===== src/rtl/register_bank_ctrl_if.sv =====
// Bus bundle for register_bank_ctrl.
// Groups the write port, the handshaked bus-read port and the
// combinational operand ports.
//   slave  : register bank side (samples write/read requests, drives results)
//   master : control unit / datapath side
interface register_bank_ctrl_if #(
    parameter int unsigned DATA_W = 8,
    parameter int unsigned ADDR_W = 3
);
    // write port
    logic              wr_en;
    logic [ADDR_W-1:0] wr_sel;
    logic [DATA_W-1:0] wr_data;
    // handshaked bus-read port
    logic              rd_req;
    logic [ADDR_W-1:0] rd_sel;
    logic              rd_indirect;
    logic              rd_ready;
    logic              rd_valid;
    logic [DATA_W-1:0] rd_data;
    logic              busy;
    // combinational operand ports
    logic [ADDR_W-1:0] rx_sel;
    logic [ADDR_W-1:0] ry_sel;
    logic [DATA_W-1:0] rx_data;
    logic [DATA_W-1:0] ry_data;

    modport slave (
        input  wr_en, wr_sel, wr_data,
        input  rd_req, rd_sel, rd_indirect, rd_ready,
        output rd_valid, rd_data, busy,
        input  rx_sel, ry_sel,
        output rx_data, ry_data
    );

    modport master (
        output wr_en, wr_sel, wr_data,
        output rd_req, rd_sel, rd_indirect, rd_ready,
        input  rd_valid, rd_data, busy,
        output rx_sel, ry_sel,
        input  rx_data, ry_data
    );
endinterface


===== src/rtl/register_bank_ctrl.sv =====
// Parametrised CPU register bank (2**ADDR_W registers of DATA_W bits).
// Ports:
//   clk   - rising-edge clock
//   rst_n - asynchronous active-low reset; clears the array to RESET_VAL
//           and drops any bus read in flight
//   bus   - register_bank_ctrl_if.slave:
//           write port (wr_en/wr_sel/wr_data), accepted every cycle;
//           bus-read port (rd_req/rd_sel/rd_indirect -> rd_valid/rd_data,
//           rd_ready accepts), busy while a read is in progress;
//           operand ports rx/ry, combinational reads of the stored array.
module register_bank_ctrl #(
    parameter int unsigned DATA_W = 8,
    parameter int unsigned ADDR_W = 3,
    parameter logic [DATA_W-1:0] RESET_VAL = '0
) (
    input logic clk,
    input logic rst_n,
    register_bank_ctrl_if.slave bus
);
    localparam int unsigned NUM_REGS = 2 ** ADDR_W;

    typedef enum logic [1:0] {
        IDLE,
        PTR,
        HOLD
    } state_t;

    logic [DATA_W-1:0] regs_q [NUM_REGS];

    state_t            state_q, state_d;
    logic [ADDR_W-1:0] ptr_q, ptr_d;
    logic [DATA_W-1:0] rd_data_q, rd_data_d;
    logic              rd_valid_q, rd_valid_d;

    logic [ADDR_W-1:0] fetch_idx;
    logic [DATA_W-1:0] fetch_val;

    // Register array: one write per cycle, never blocked by the read FSM.
    always_ff @(posedge clk or negedge rst_n) begin
        if (!rst_n) begin
            for (int unsigned i = 0; i < NUM_REGS; i++) begin
                regs_q[i] <= RESET_VAL;
            end
        end else if (bus.wr_en) begin
            regs_q[bus.wr_sel] <= bus.wr_data;
        end
    end

    // One shared read port serves the direct capture, the pointer fetch
    // (both in IDLE, indexed by rd_sel) and the PTR-stage capture (indexed
    // by the latched pointer). A same-cycle write to that index wins.
    always_comb begin
        fetch_idx = (state_q == PTR) ? ptr_q : bus.rd_sel;
        if (bus.wr_en && (bus.wr_sel == fetch_idx)) begin
            fetch_val = bus.wr_data;
        end else begin
            fetch_val = regs_q[fetch_idx];
        end
    end

    always_ff @(posedge clk or negedge rst_n) begin
        if (!rst_n) begin
            state_q    <= IDLE;
            ptr_q      <= '0;
            rd_data_q  <= '0;
            rd_valid_q <= 1'b0;
        end else begin
            state_q    <= state_d;
            ptr_q      <= ptr_d;
            rd_data_q  <= rd_data_d;
            rd_valid_q <= rd_valid_d;
        end
    end

    always_comb begin
        state_d    = state_q;
        ptr_d      = ptr_q;
        rd_data_d  = rd_data_q;
        rd_valid_d = rd_valid_q;
        unique case (state_q)
            IDLE: begin
                if (bus.rd_req) begin
                    if (bus.rd_indirect) begin
                        // only the low ADDR_W bits of the pointer register matter
                        ptr_d   = fetch_val[ADDR_W-1:0];
                        state_d = PTR;
                    end else begin
                        rd_data_d  = fetch_val;
                        rd_valid_d = 1'b1;
                        state_d    = HOLD;
                    end
                end
            end
            PTR: begin
                rd_data_d  = fetch_val;
                rd_valid_d = 1'b1;
                state_d    = HOLD;
            end
            HOLD: begin
                // rd_data_q is left untouched here, so writes cannot disturb it
                if (bus.rd_ready) begin
                    rd_valid_d = 1'b0;
                    state_d    = IDLE;
                end
            end
            default: begin
                state_d    = IDLE;
                rd_valid_d = 1'b0;
            end
        endcase
    end

    assign bus.rd_valid = rd_valid_q;
    assign bus.rd_data  = rd_data_q;
    assign bus.busy     = (state_q != IDLE);
    assign bus.rx_data  = regs_q[bus.rx_sel];
    assign bus.ry_data  = regs_q[bus.ry_sel];

endmodule


===== src/flat_wrapper.sv =====
// flat-port wrapper written by rule: the top's interface ports become plain ports
module register_bank_ctrl_flat 
#(
    parameter int unsigned DATA_W = 8,
    parameter int unsigned ADDR_W = 3,
    parameter logic [DATA_W-1:0] RESET_VAL = '0
)
  (clk, rst_n, bus_wr_en, bus_wr_sel, bus_wr_data, bus_rd_req, bus_rd_sel, bus_rd_indirect, bus_rd_ready, bus_rd_valid, bus_rd_data, bus_busy, bus_rx_sel, bus_ry_sel, bus_rx_data, bus_ry_data);
  register_bank_ctrl_if #(.DATA_W(DATA_W), .ADDR_W(ADDR_W)) bus_i ();
  input logic clk;
  input logic rst_n;
  input wire logic [$bits(bus_i.wr_en)-1:0] bus_wr_en;
  input wire logic [$bits(bus_i.wr_sel)-1:0] bus_wr_sel;
  input wire logic [$bits(bus_i.wr_data)-1:0] bus_wr_data;
  input wire logic [$bits(bus_i.rd_req)-1:0] bus_rd_req;
  input wire logic [$bits(bus_i.rd_sel)-1:0] bus_rd_sel;
  input wire logic [$bits(bus_i.rd_indirect)-1:0] bus_rd_indirect;
  input wire logic [$bits(bus_i.rd_ready)-1:0] bus_rd_ready;
  output wire logic [$bits(bus_i.rd_valid)-1:0] bus_rd_valid;
  output wire logic [$bits(bus_i.rd_data)-1:0] bus_rd_data;
  output wire logic [$bits(bus_i.busy)-1:0] bus_busy;
  input wire logic [$bits(bus_i.rx_sel)-1:0] bus_rx_sel;
  input wire logic [$bits(bus_i.ry_sel)-1:0] bus_ry_sel;
  output wire logic [$bits(bus_i.rx_data)-1:0] bus_rx_data;
  output wire logic [$bits(bus_i.ry_data)-1:0] bus_ry_data;
  assign bus_i.wr_en = bus_wr_en;
  assign bus_i.wr_sel = bus_wr_sel;
  assign bus_i.wr_data = bus_wr_data;
  assign bus_i.rd_req = bus_rd_req;
  assign bus_i.rd_sel = bus_rd_sel;
  assign bus_i.rd_indirect = bus_rd_indirect;
  assign bus_i.rd_ready = bus_rd_ready;
  assign bus_rd_valid = bus_i.rd_valid;
  assign bus_rd_data = bus_i.rd_data;
  assign bus_busy = bus_i.busy;
  assign bus_i.rx_sel = bus_rx_sel;
  assign bus_i.ry_sel = bus_ry_sel;
  assign bus_rx_data = bus_i.rx_data;
  assign bus_ry_data = bus_i.ry_data;
  register_bank_ctrl #(.DATA_W(DATA_W), .ADDR_W(ADDR_W), .RESET_VAL(RESET_VAL)) u_core (.clk(clk), .rst_n(rst_n), .bus(bus_i));
endmodule

===== config.mk =====
export PLATFORM = sky130hd
export DESIGN_NAME = register_bank_ctrl_flat
export DESIGN_NICKNAME = d
export VERILOG_FILES = /design/src/rtl/register_bank_ctrl_if.sv /design/src/rtl/register_bank_ctrl.sv /design/src/flat_wrapper.sv
export SDC_FILE = /design/constraint.sdc
export NUM_CORES = 1
export LEC_CHECK = 0
export BUFFER_PORTS_ARGS = -buffer_cell sky130_fd_sc_hd__buf_2
export CAP_MARGIN = 20
export CELL_PAD_IN_SITES_DETAIL_PLACEMENT = 2
export CELL_PAD_IN_SITES_GLOBAL_PLACEMENT = 2
export CORE_AREA = 2 2 135 137
export DETAILED_ROUTE_END_ITERATION = 16
export DIE_AREA = 0 0 137 139
export PLACE_DENSITY_LB_ADDON = 0.3
export SLEW_MARGIN = 20
export SYNTH_ARGS = -nofsm -noshare
export SYNTH_HDL_FRONTEND = slang
export SYNTH_SLANG_ARGS = --single-unit

===== constraint.sdc =====
create_clock -name clk -period 6 [get_ports clk]
set_clock_uncertainty 0.2 [all_clocks]
set_input_delay 1.8 -clock clk [delete_from_list [all_inputs] [get_ports clk]]
set_output_delay 1.8 -clock clk [all_outputs]
set_load 0.03 [all_outputs]

## Word-level counts from Yosys, hierarchy flattened

Cells that the tools add are included.

- Add/sub/neg operators: 0
- Multipliers: 0
- Divide/modulo/power cells: 0
- Magnitude comparators: 5
- Equality and inequality tests: 6
- Shifts and indexed selects: 0
- Mux-type cells: 25
- Bitwise logic cells: 4
- Reductions and logical operators: 9

Operator list:

| cell | count |
|---|---|
| two-way mux 8 bit | 10 |
| binary-select mux 8 bit (select 3 bit) | 3 |
| bitwise mux 64 bit | 1 |
| demux 8 bit (select 3 bit) | 1 |
| greater-or-equal comparator 4 bit (second input constant) | 4 |
| inverter 3 -> 4 bit | 4 |
| one-hot mux 8 bit (2 select lines) | 1 |
| AND reduction 3 bit | 3 |
| two-way mux 2 bit | 3 |
| inequality test 2 bit (second input constant) | 3 |
| one-hot mux 2 bit (3 select lines) | 1 |
| less-than comparator 4 x 1 -> 1 bit (second input constant) | 1 |
| nonzero test 2 bit | 2 |
| equality test 3 bit | 1 |
| two-way mux 1 bit | 3 |
| two-way mux 3 bit | 1 |
| one-hot mux 1 bit (3 select lines) | 1 |
| equality test 2 x 1 -> 1 bit (second input constant) | 1 |
| equality test 2 bit (second input constant) | 1 |
| logical AND 1 bit | 2 |
| logical NOT 2 bit | 1 |
| AND reduction 2 bit | 1 |

- Register bits after elaboration: 78
- Bits in latches: 0
- RAM bits: 0
- Bits in read-only memories: 0
- Bits of input ports: 26
- Output and inout bits: 26
- Memories: 0

## Depth between registers and ports, before layout

Gate-level depths: netlist (run 1).

- Word-level depth: 10
- Mapped depth: 8
- Depth with buffers taken out: 5

## Worst setup path after synthesis (run 1)

No wires, ideal clock.

- Path kind: in2out
- From: in bus_rx_sel[1]
- To: out bus_rx_data[0]
- Data arrival time: 3.352 ns
- Required time: 4.000 ns
- Setup slack: 0.648 ns
- Stages: 4
- Path through: clkbuf_1 buf_2 mux4_2 mux2_2

- Word-level cells in the longest chain between the ends: 4

Ends and longest elaborated chain:

| element | RTL line | text |
|---|---|---|
| start, declared | flat_wrapper.sv:22 | `input wire logic [$bits(bus_i.rx_sel)-1:0] bus_rx_sel;` |
| inverter 3 -> 4 bit (not written as such) | register_bank_ctrl.sv:116 | `assign bus.rx_data = regs_q[bus.rx_sel];` |
| binary-select mux 8 bit (select 3 bit) | register_bank_ctrl.sv:116 |  |
| two-way mux 8 bit (not written as such) (2 in series) | register_bank_ctrl.sv:116 |  |
| end, declared | flat_wrapper.sv:24 | `output wire logic [$bits(bus_i.rx_data)-1:0] bus_rx_data;` |

Every way passes these cells. The select of a mux whose other input is x is not followed.

## Worst setup path after layout (run 1)

- From: in bus_rx_sel[1]
- To: out bus_rx_data[1]

The elaborated chain is that of the path after synthesis.

==> results of run 1 <==
kinds of logic (layout without fill, tap and decap cells):
group	Yosys count	count (layout)	share of synthesized area, %
compound gates	48	48	7.22
buf+inv	35	79	3.18
flops	78	78	37.9
simple gates	72	72	7.39
xor+xnor	5	5	0.851
mux	172	172	43.5
layer usage:
metal  track usage [%]  vias up  part of all wire [%]
met5                 0        -                     0
met2              31.4       84                    50
met1              25.0     2073                    44
met4              7.81        0                   2.8
li1                  -     1659                     -
met3              2.81       29                   3.0
power breakdown:
group          total, W  internal (W)  switching [W]
Clock          0.000561      0.000330       0.000231
Combinational  0.000847      0.000395       0.000452
Sequential     0.000818      0.000661       0.000157
cell type report:
cell class / count / area, sq um
clock buffers: 11 / 243
clock inverters: 4 / 47.5
fillers: 1892 / 11700
inverters: 5 / 18.8
multi-input cells: 297 / 3040
flip-flops and latches: 78 / 1950
well taps: 229 / 287
repair buffers: 59 / 325
through the flow:
step	area, sq um	std cells	setup WS (ns)	hold WS (ns)
after global placement	5600	667	0.635	0.255
final	5910	683	0.647	0.274
after detailed placement	5610	668	0.617	0.264
after global routing	5910	683	0.575	0.311
after floorplan	5150	410	0.648	0.283
after CTS	5900	683	0.608	0.278
worst reg2reg max path: cells and delay by family, from the launching register on:
| family | cells | cell delay (ns) |
|---|---|---|
| and+or+nand+nor | 1 | 0.76 |
| AOI/OAI and AO/OA | 2 | 0.71 |
| muxes | 2 | 0.85 |
| DFF | 1 | 0.52 |
cell usage in the layout, fill, tap and decap left out, types with 2 or more instances in the layout:
| cell | n |
|---|---|
| nor2b_1 | 3 |
| o21ai_0 | 9 |
| a31oi_2 | 2 |
| a2111o_1 | 3 |
| nor4bb_1 | 2 |
| o32a_1 | 3 |
| o221ai_1 | 4 |
| clkbuf_16 | 9 |
| xor2_1 | 4 |
| mux2i_1 | 57 |
| inv_1 | 5 |
| mux2_2 | 82 |
| mux4_2 | 32 |
| buf_2 | 50 |
| nand2b_1 | 2 |
| dfrtp_1 | 78 |
| buf_6 | 2 |
| o32ai_1 | 6 |
| nand2_1 | 10 |
| nor3_1 | 6 |
| buf_4 | 7 |
| nand4b_1 | 3 |
| clkinv_2 | 2 |
| a31oi_1 | 12 |
| nor2_1 | 36 |
| a21o_1 | 2 |
worst max path at each step:
stage,start,endpoint,cells after the start
after floorplan,bus_rx_sel[1],bus_rx_data[0],4
after global placement,bus_ry_sel[1],bus_ry_data[2],4
after detailed placement,bus_rx_sel[1],bus_rx_data[1],4
after CTS,bus_rx_sel[1],bus_rx_data[1],4
after global routing,bus_ry_sel[1],bus_ry_data[4],4
final,bus_rx_sel[1],bus_rx_data[1],4
sequential cells by signal, summed over array words and instances (netlist names):
register	count
u_core.bus.rd_valid	1
u_core.ptr_q	3
u_core.bus.rd_data	8
u_core.state_q	2
u_core.regs_q	64
==> results.json, run 1 <==
{
  "grt.total_usage_pct": 19.1,
  "syn_nets": 436,
  "worst_pin_slew_ns": 0.982,
  "start_kind": "primary input",
  "cp_slowest_stage_delay_ns": 0.59,
  "layout-drive-gt1-share_pct": 43.4,
  "vdd_drop_max_v": 0.000146,
  "clk_latency_ns": 0.35,
  "total_power_w": 0.00223,
  "tns_ns": 0,
  "synth-edff-count": 0,
  "setup_violations": 0,
  "cts_made_buffers": 9,
  "finalCritPeriodShare_pct": 89.2,
  "path_buf_inv": 2,
  "worstPathMaxFanout": 15,
  "nets": 476,
  "synth_top_area_share_pct": 37.9,
  "syn_inst": 410,
  "clock_sinks": 78,
  "synth.distinct_cells": 44,
  "cts_tree": "done",
  "final_util_pct": 33.5,
  "netlist_area_sq_um": 5150,
  "reg2reg_from": "u_core.state_q[0]",
  "area.growth.synth_to_final_pct": 14.8,
  "cp.arrival_ns": 3.35,
  "critPathKind": "primary input to primary output",
  "clock-root-buffer": "clkbuf_16",
  "cp-end-kind": "primary output",
  "rsz0062_at_grt": "no",
  "cp_slowest_cell": "mux4_2",
  "rr_worst_depth": 5,
  "initial_core_util_pct": 29.2,
  "synth_largest_area_cell": "dfrtp_1",
  "cp_cell_sequence": "buf_2, mux4_2, mux2_2, buf_2",
  "coreArea_sq_um": 17700,
  "hold_depth": 1,
  "post_cts_buffers": 0,
  "fmax_mhz": 187,
  "critPathTopFamily": "multiplexers",
  "outcome": "completed",
  "cpMostUsedCell": "buf_2",
  "cap_violations": 0,
  "diodes": 0,
  "port_buffers": 51,
  "die-area_sq_um": 19000,
  "synth_commonest_cells": "82 x mux2_2, 78 x dfrtp_1, 57 x mux2i_1",
  "drt_first_pass_iters": 6,
  "synth.most_common_cell": "mux2_2",
  "gp_congestion": 0.791,
  "post-route-min-period_ns": 5.35,
  "cts_buffer_depth": 2,
  "vias_per_cell": 5.63,
  "grt_pass1_wl_microns": 26400,
  "r2r-end": "u_core.bus.rd_data[2]",
  "die_h_microns": 139,
  "rows": 49,
  "power.density_nw_per_um2": 377,
  "ys_warn_count": 0,
  "drtIter0Drc": 185,
  "slew_viol_final": 0,
  "postSynthAreaPerCell_sq_um": 12.6,
  "cts_hold_buf": 0,
  "r2r_slack_ns": 2.88,
  "hold_class": "register to register",
  "hold_start": "u_core.bus.rd_valid",
  "antenna_found_initial": 0,
  "ys_ff_latch": 78,
  "dp_hpwl_microns": 11300,
  "grt_pass1_vias": 4314,
  "gr-total-overflow": 0,
  "synthTopCellsByArea": "dfrtp_1 38%, mux2_2 18%, mux4_2 14%, mux2i_1 11%, nor2_1 2.6%",
  "num_vias": 3845,
  "finalHoldViolations": 0,
  "min_to": "u_core.bus.rd_valid",
  "async_flop_share_pct": 100,
  "die_w_microns": 137,
  "yosysSeqAreaShare_pct": 37.9,
  "relSlewSlack_pct": 34.2,
  "leakagePower_nw": 2.50,
  "cp.required_ns": 4.00,
  "grt_max_degree": 79,
  "drc": 0,
  "synth_top_flop_cell": "dfrtp_1",
  "drtAntennaViolNets": 0,
  "routed_wirelength_microns": 17300,
  "cts_max_level": 3,
  "clk_pin_slew_ns": 0.06,
  "cts_resized": 0,
  "io_pins": 52,
  "wl_per_cell_microns": 25.4
}
(Power assumes the default switching activity.)
==> inputs of run 2 (changes only) <==
clock period = 4.7 ns   (was 6 ns; I/O delays follow)
==> run 2 against run 1 <==
Effect of this change:
- routed wire length up 0.27%
- clock power grew 61%
- highest routed layer unchanged
- worst setup slack worse by 0.26 ns
- via count up 0.55%
- sequential cell count unchanged
- non-clock buffer count increased by 4
- sequential power grew 32%
- register-to-register slack worse by 1.1 ns
==> results.json, run 2 (same netlist as run 1, synthesis figures left out) <==
{
  "slew_viol_final": 0,
  "cp-end-kind": "primary output",
  "die_w_microns": 137,
  "grt-busiest-layer": "met2",
  "cts_made_buffers": 9,
  "final_cell_mix": "82 x mux2_2, 78 x dfrtp_1, 57 x mux2i_1",
  "power.density_nw_per_um2": 503,
  "num_vias": 3866,
  "diodes": 0,
  "clk_pin_slew_ns": 0.06,
  "register_area_sq_um": 1950,
  "cts_buffer_depth": 2,
  "final_common_cell": "mux2_2",
  "die_h_microns": 139,
  "largest_reg_flops": 64,
  "die-area_sq_um": 19000,
  "io_pins": 52,
  "pre_cts_ws_ns": 0.379,
  "critPathKind": "primary input to primary output",
  "leakagePower_nw": 2.57,
  "clock-root-buffer": "clkbuf_16",
  "grt.total_usage_pct": 19.2,
  "gr-total-overflow": 0,
  "grt_max_degree": 79,
  "hold_ws_ns": 0.293,
  "grt_pass1_wl_microns": 26800,
  "multi_input_area_sq_um": 3030,
  "cp.arrival_ns": 2.70,
  "fmax_mhz": 232,
  "antenna_found_initial": 0,
  "drt_first_pass_iters": 4,
  "grtUsageMet3_pct": 2.49,
  "cp.required_ns": 3.09,
  "gp_congestion": 0.785,
  "clk_latency_ns": 0.35,
  "rows": 49,
  "port_buffers": 51,
  "grtUsageMet2_pct": 31.2,
  "coreArea_sq_um": 17700,
  "clock_sinks": 78,
  "path_buf_inv": 3,
  "critPathTopFamily": "multiplexers",
  "hold_start": "u_core.bus.rd_valid",
  "regMostFlops": "u_core.regs_q",
  "cp_cell_sequence": "buf_2, buf_12, mux4_2, mux2_2, buf_2",
  "area.growth.synth_to_final_pct": 17.5,
  "finalCritPeriodShare_pct": 91.7,
  "tns_ns": 0,
  "drc": 0,
  "reg2reg_from": "u_core.state_q[0]",
  "initial_core_util_pct": 29.2,
  "cts_hold_buf": 0,
  "cp_slowest_stage_delay_ns": 0.54,
  "worstPathMaxFanout": 16,
  "rsz0062_at_grt": "no",
  "cts_resized": 0,
  "cpMostUsedCell": "buf_2",
  "post_cts_buffers": 0,
  "setup_violations": 0,
  "relSlewSlack_pct": 34.8,
  "start_kind": "primary input",
  "grt_pass1_vias": 4303,
  "setup_slack_ns": 0.389,
  "crit_start": "bus_ry_sel[1]",
  "outcome": "completed",
  "wl_per_cell_microns": 25.3,
  "routed_wirelength_microns": 17400,
  "layout-drive-gt1-share_pct": 44.2,
  "final_util_pct": 34.3,
  "vias_per_cell": 5.62,
  "drtAntennaViolNets": 0,
  "dp_hpwl_microns": 11400,
  "post-route-min-period_ns": 4.31,
  "drtIter0Drc": 140,
  "nets": 480,
  "finalHoldViolations": 0,
  "cap_violations": 0,
  "cp_slowest_cell": "mux4_2",
  "vdd_drop_max_v": 0.000216,
  "nFillCells": 1868,
  "grt_use_met1_pct": 25.6,
  "hold_class": "register to register",
  "cts_tree": "done",
  "worst_pin_slew_ns": 0.978,
  "cts_max_level": 3
}
[run 2: changes by cell type in the layout (fill, tap and decap cells not counted), sizes merged]
cell and change:
buf +4, bufinv +3, clkinvlp -1, clkinv -1
[run 2: layer usage]
layer	part of all wire, %	vias to the layer above	wire [microns]
met4	3.1	0	533
met2	49	89	8470
met1	45	2072	7810
met3	3.3	34	565
met5	0	-	0
li1	-	1671	-
[run 2: worst register-to-register path, delay by kind of cell (launching register included)]
kind / cells / cell delay (ns)
compound gates: 2 / 0.70
buf+inv: 1 / 0.36
flops: 1 / 0.55
mux: 2 / 0.79
simple gates: 1 / 0.21
[run 2: worst paths after layout]
kind / to / slack [ns] / cells past startpoint
worst min-delay path: u_core.bus.rd_valid / 0.29 / 1
max in group asynchronous: u_core.regs_q[16] / 2.88 / 1
worst max-delay path: bus_ry_data[5] / 0.39 / 5
worst max register to register: u_core.ptr_q[1] / 1.81 / 6
min in group asynchronous: u_core.regs_q[54] / 0.92 / 1
worst min register to register: u_core.bus.rd_valid / 0.29 / 1
[run 2: stage by stage]
stage                     cell area (sq um)  power (W)  std cells
after CTS                              6040    0.00307        688
after global routing                   6050    0.00320        688
after detailed placement               5660    0.00215        672
final                                  6050    0.00304        688
after floorplan                        5150    0.00181        410
after global placement                 5660    0.00210        672
[run 2: final cells by class]
| type | instances | area share (%) |
|---|---|---|
| inverters | 5 | 0.310 |
| flip-flops and latches | 78 | 32.3 |
| clock inverters | 5 | 2.13 |
| well taps | 229 | 4.74 |
| clock buffers | 11 | 4.18 |
| multi-input cells | 297 | 50.1 |
| repair buffers | 63 | 6.23 |
[run 2: power by group]
| group | internal (W) | leakage [nW] | switching [W] | total [W] |
|---|---|---|---|---|
| clock | 0.000603 | 0.186 | 0.000303 | 0.000906 |
| combinational | 0.000509 | 1.45 | 0.000549 | 0.00106 |
| sequential | 0.000843 | 0.933 | 0.000234 | 0.00108 |
| total | 0.00196 | 2.57 | 0.00109 | 0.00304 |
==> inputs of run 3 (changes only) <==
BUFFER_PORTS_ARGS = -buffer_cell sky130_fd_sc_hd__clkbuf_2   (was -buffer_cell sky130_fd_sc_hd__buf_2)
MAX_ROUTING_LAYER = met4   (was default)
PLACE_DENSITY_LB_ADDON = 0.05   (was 0.3)
==> run 3 against run 2 <==
Effect of this change:
- critical path type unchanged
- global-route usage is 1.2 points higher
- worst setup slack worse by 0.15 ns
- cell count is 0.87% higher
- combinational power hardly changed
- sequential share of layout area is 0.10 points higher
- clock-buffer cell count stayed put
==> results.json, run 3 (same netlist as run 1, synthesis figures left out) <==
{
  "outcome": "completed",
  "worst_pin_slew_ns": 0.844,
  "setup_violations": 0,
  "cp.arrival_ns": 2.85,
  "final_area_sq_um": 6030,
  "cpMostUsedCell": "clkbuf_2",
  "cap_violations": 0,
  "hold_class": "register to register",
  "leakagePower_nw": 2.58,
  "placed_cell_area_sq_um": 5710,
  "cts_max_level": 3,
  "tns_ns": 0,
  "clock-root-buffer": "clkbuf_16",
  "final_common_cell": "mux2_2",
  "regMostFlops": "u_core.regs_q",
  "num_vias": 3821,
  "setup_slack_ns": 0.240,
  "worstPathMaxFanout": 6,
  "rr_worst_depth": 5,
  "post_cts_buffers": 0,
  "power.density_nw_per_um2": 482,
  "finalHoldViolations": 0,
  "clk_latency_ns": 0.35,
  "wl_per_cell_microns": 25.8,
  "final_cells": 694,
  "drtIter0Drc": 161,
  "multi_input_area_sq_um": 3040,
  "finalCritPeriodShare_pct": 94.9,
  "critPathKind": "primary input to primary output",
  "rows": 49,
  "cp_slowest_cell": "mux4_2",
  "gr-total-overflow": 0,
  "r2r-end": "u_core.bus.rd_data[2]",
  "total_power_w": 0.00291,
  "clk_pin_slew_ns": 0.06,
  "cp_slowest_stage_delay_ns": 0.52,
  "diodes": 0,
  "cts_hold_buf": 0,
  "cts_tree": "done",
  "dp_cells": 679,
  "drc": 0,
  "relSlewSlack_pct": 43.4,
  "initial_core_util_pct": 29.2,
  "clock_sinks": 78,
  "nets": 487,
  "io_pins": 52,
  "dp_hpwl_microns": 12200,
  "drtAntennaViolNets": 0,
  "min_to": "u_core.bus.rd_valid",
  "reg2reg_from": "u_core.state_q[1]",
  "slew_viol_final": 0,
  "hold_depth": 1,
  "pre_cts_ws_ns": 0.226,
  "grt.total_usage_pct": 20.5,
  "area.growth.synth_to_final_pct": 17.1,
  "cts_buffer_depth": 2,
  "fmax_mhz": 224,
  "rsz0062_at_grt": "no",
  "coreArea_sq_um": 17700,
  "post-route-min-period_ns": 4.46,
  "antenna_found_initial": 0,
  "hold_start": "u_core.bus.rd_valid",
  "port_buffers": 51,
  "final_cell_mix": "82 x mux2_2, 78 x dfrtp_1, 57 x mux2i_1",
  "cp-end-kind": "primary output",
  "layout-drive-gt1-share_pct": 45.2,
  "grt_pass1_vias": 4228,
  "die_w_microns": 137,
  "vias_per_cell": 5.51,
  "gp_congestion": 0.777,
  "routed_wirelength_microns": 17900,
  "cp_cell_sequence": "clkbuf_2, buf_4, mux4_2, mux2_2, clkbuf_2",
  "drt_first_pass_iters": 4,
  "register_area_sq_um": 1950,
  "vdd_drop_max_v": 0.000189,
  "cts_made_buffers": 9,
  "r2r_slack_ns": 1.94,
  "cts_resized": 0,
  "grt_pass1_wl_microns": 27400,
  "largest_reg_flops": 64,
  "cp.required_ns": 3.09,
  "die_h_microns": 139,
  "grt_max_degree": 47,
  "start_kind": "primary input",
  "die-area_sq_um": 19000,
  "nFillCells": 1881
}
[run 3: cell count changes in the layout (fill, tap and decap cells not counted), moves of 2 or more]
cell       before  now
bufinv_16       4    2
clkbuf_2        0   50
buf_4          10   19
clkinv_2        0    2
buf_2          50    0
[run 3: report_power, final]
group | switching (W) | internal (W)
sequential | 0.000212 | 0.000844
combinational | 0.000562 | 0.000508
clock | 0.000293 | 0.000490
[run 3: per-layer routing]
layer | up-vias | global-route usage [%] | wire length [microns]
li1 | 1679 | - | -
met1 | 2062 | 27.2 | 8190
met2 | 68 | 33.0 | 8870
met3 | 12 | 2.67 | 623
met4 | 0 | 5.05 | 208
met5 | - | - | 0
[run 3: per-stage QoR]
step,util [%],hold WS (ns)
2_1_floorplan,-,0.283
3_3_place_gp,32.3,0.266
3_5_place_dp,32.3,0.279
4_1_cts,34.1,0.293
5_1_grt,34.1,0.315
6_report,34.1,0.285
[run 3: how the worst max path moves through the flow]
stage | start | to | slack, ns | depth (start not counted)
after floorplan | bus_rx_sel[1] | bus_rx_data[0] | 0.13 | 4
after global placement | bus_ry_sel[1] | bus_ry_data[6] | 0.25 | 5
after detailed placement | bus_ry_sel[1] | bus_ry_data[5] | 0.23 | 5
after CTS | bus_ry_sel[1] | bus_ry_data[5] | 0.22 | 5
after global routing | bus_ry_sel[1] | bus_ry_data[5] | 0.16 | 5
final | bus_ry_sel[1] | bus_ry_data[5] | 0.24 | 5
[run 3: cell type report]
class | instances | share of cell area, %
timing repair buffer | 70 | 6.85
sequential | 78 | 32.4
multi-input combinational | 297 | 50.4
clock buffer | 11 | 4.19
inverter | 5 | 0.311
clock inverter | 4 | 1.16
tap | 229 | 4.75
[run 3: worst max-delay path: cells and delay by family]
kind	cells	cell delay, ns
buffers and inverters	3	0.63
multiplexers	2	0.79
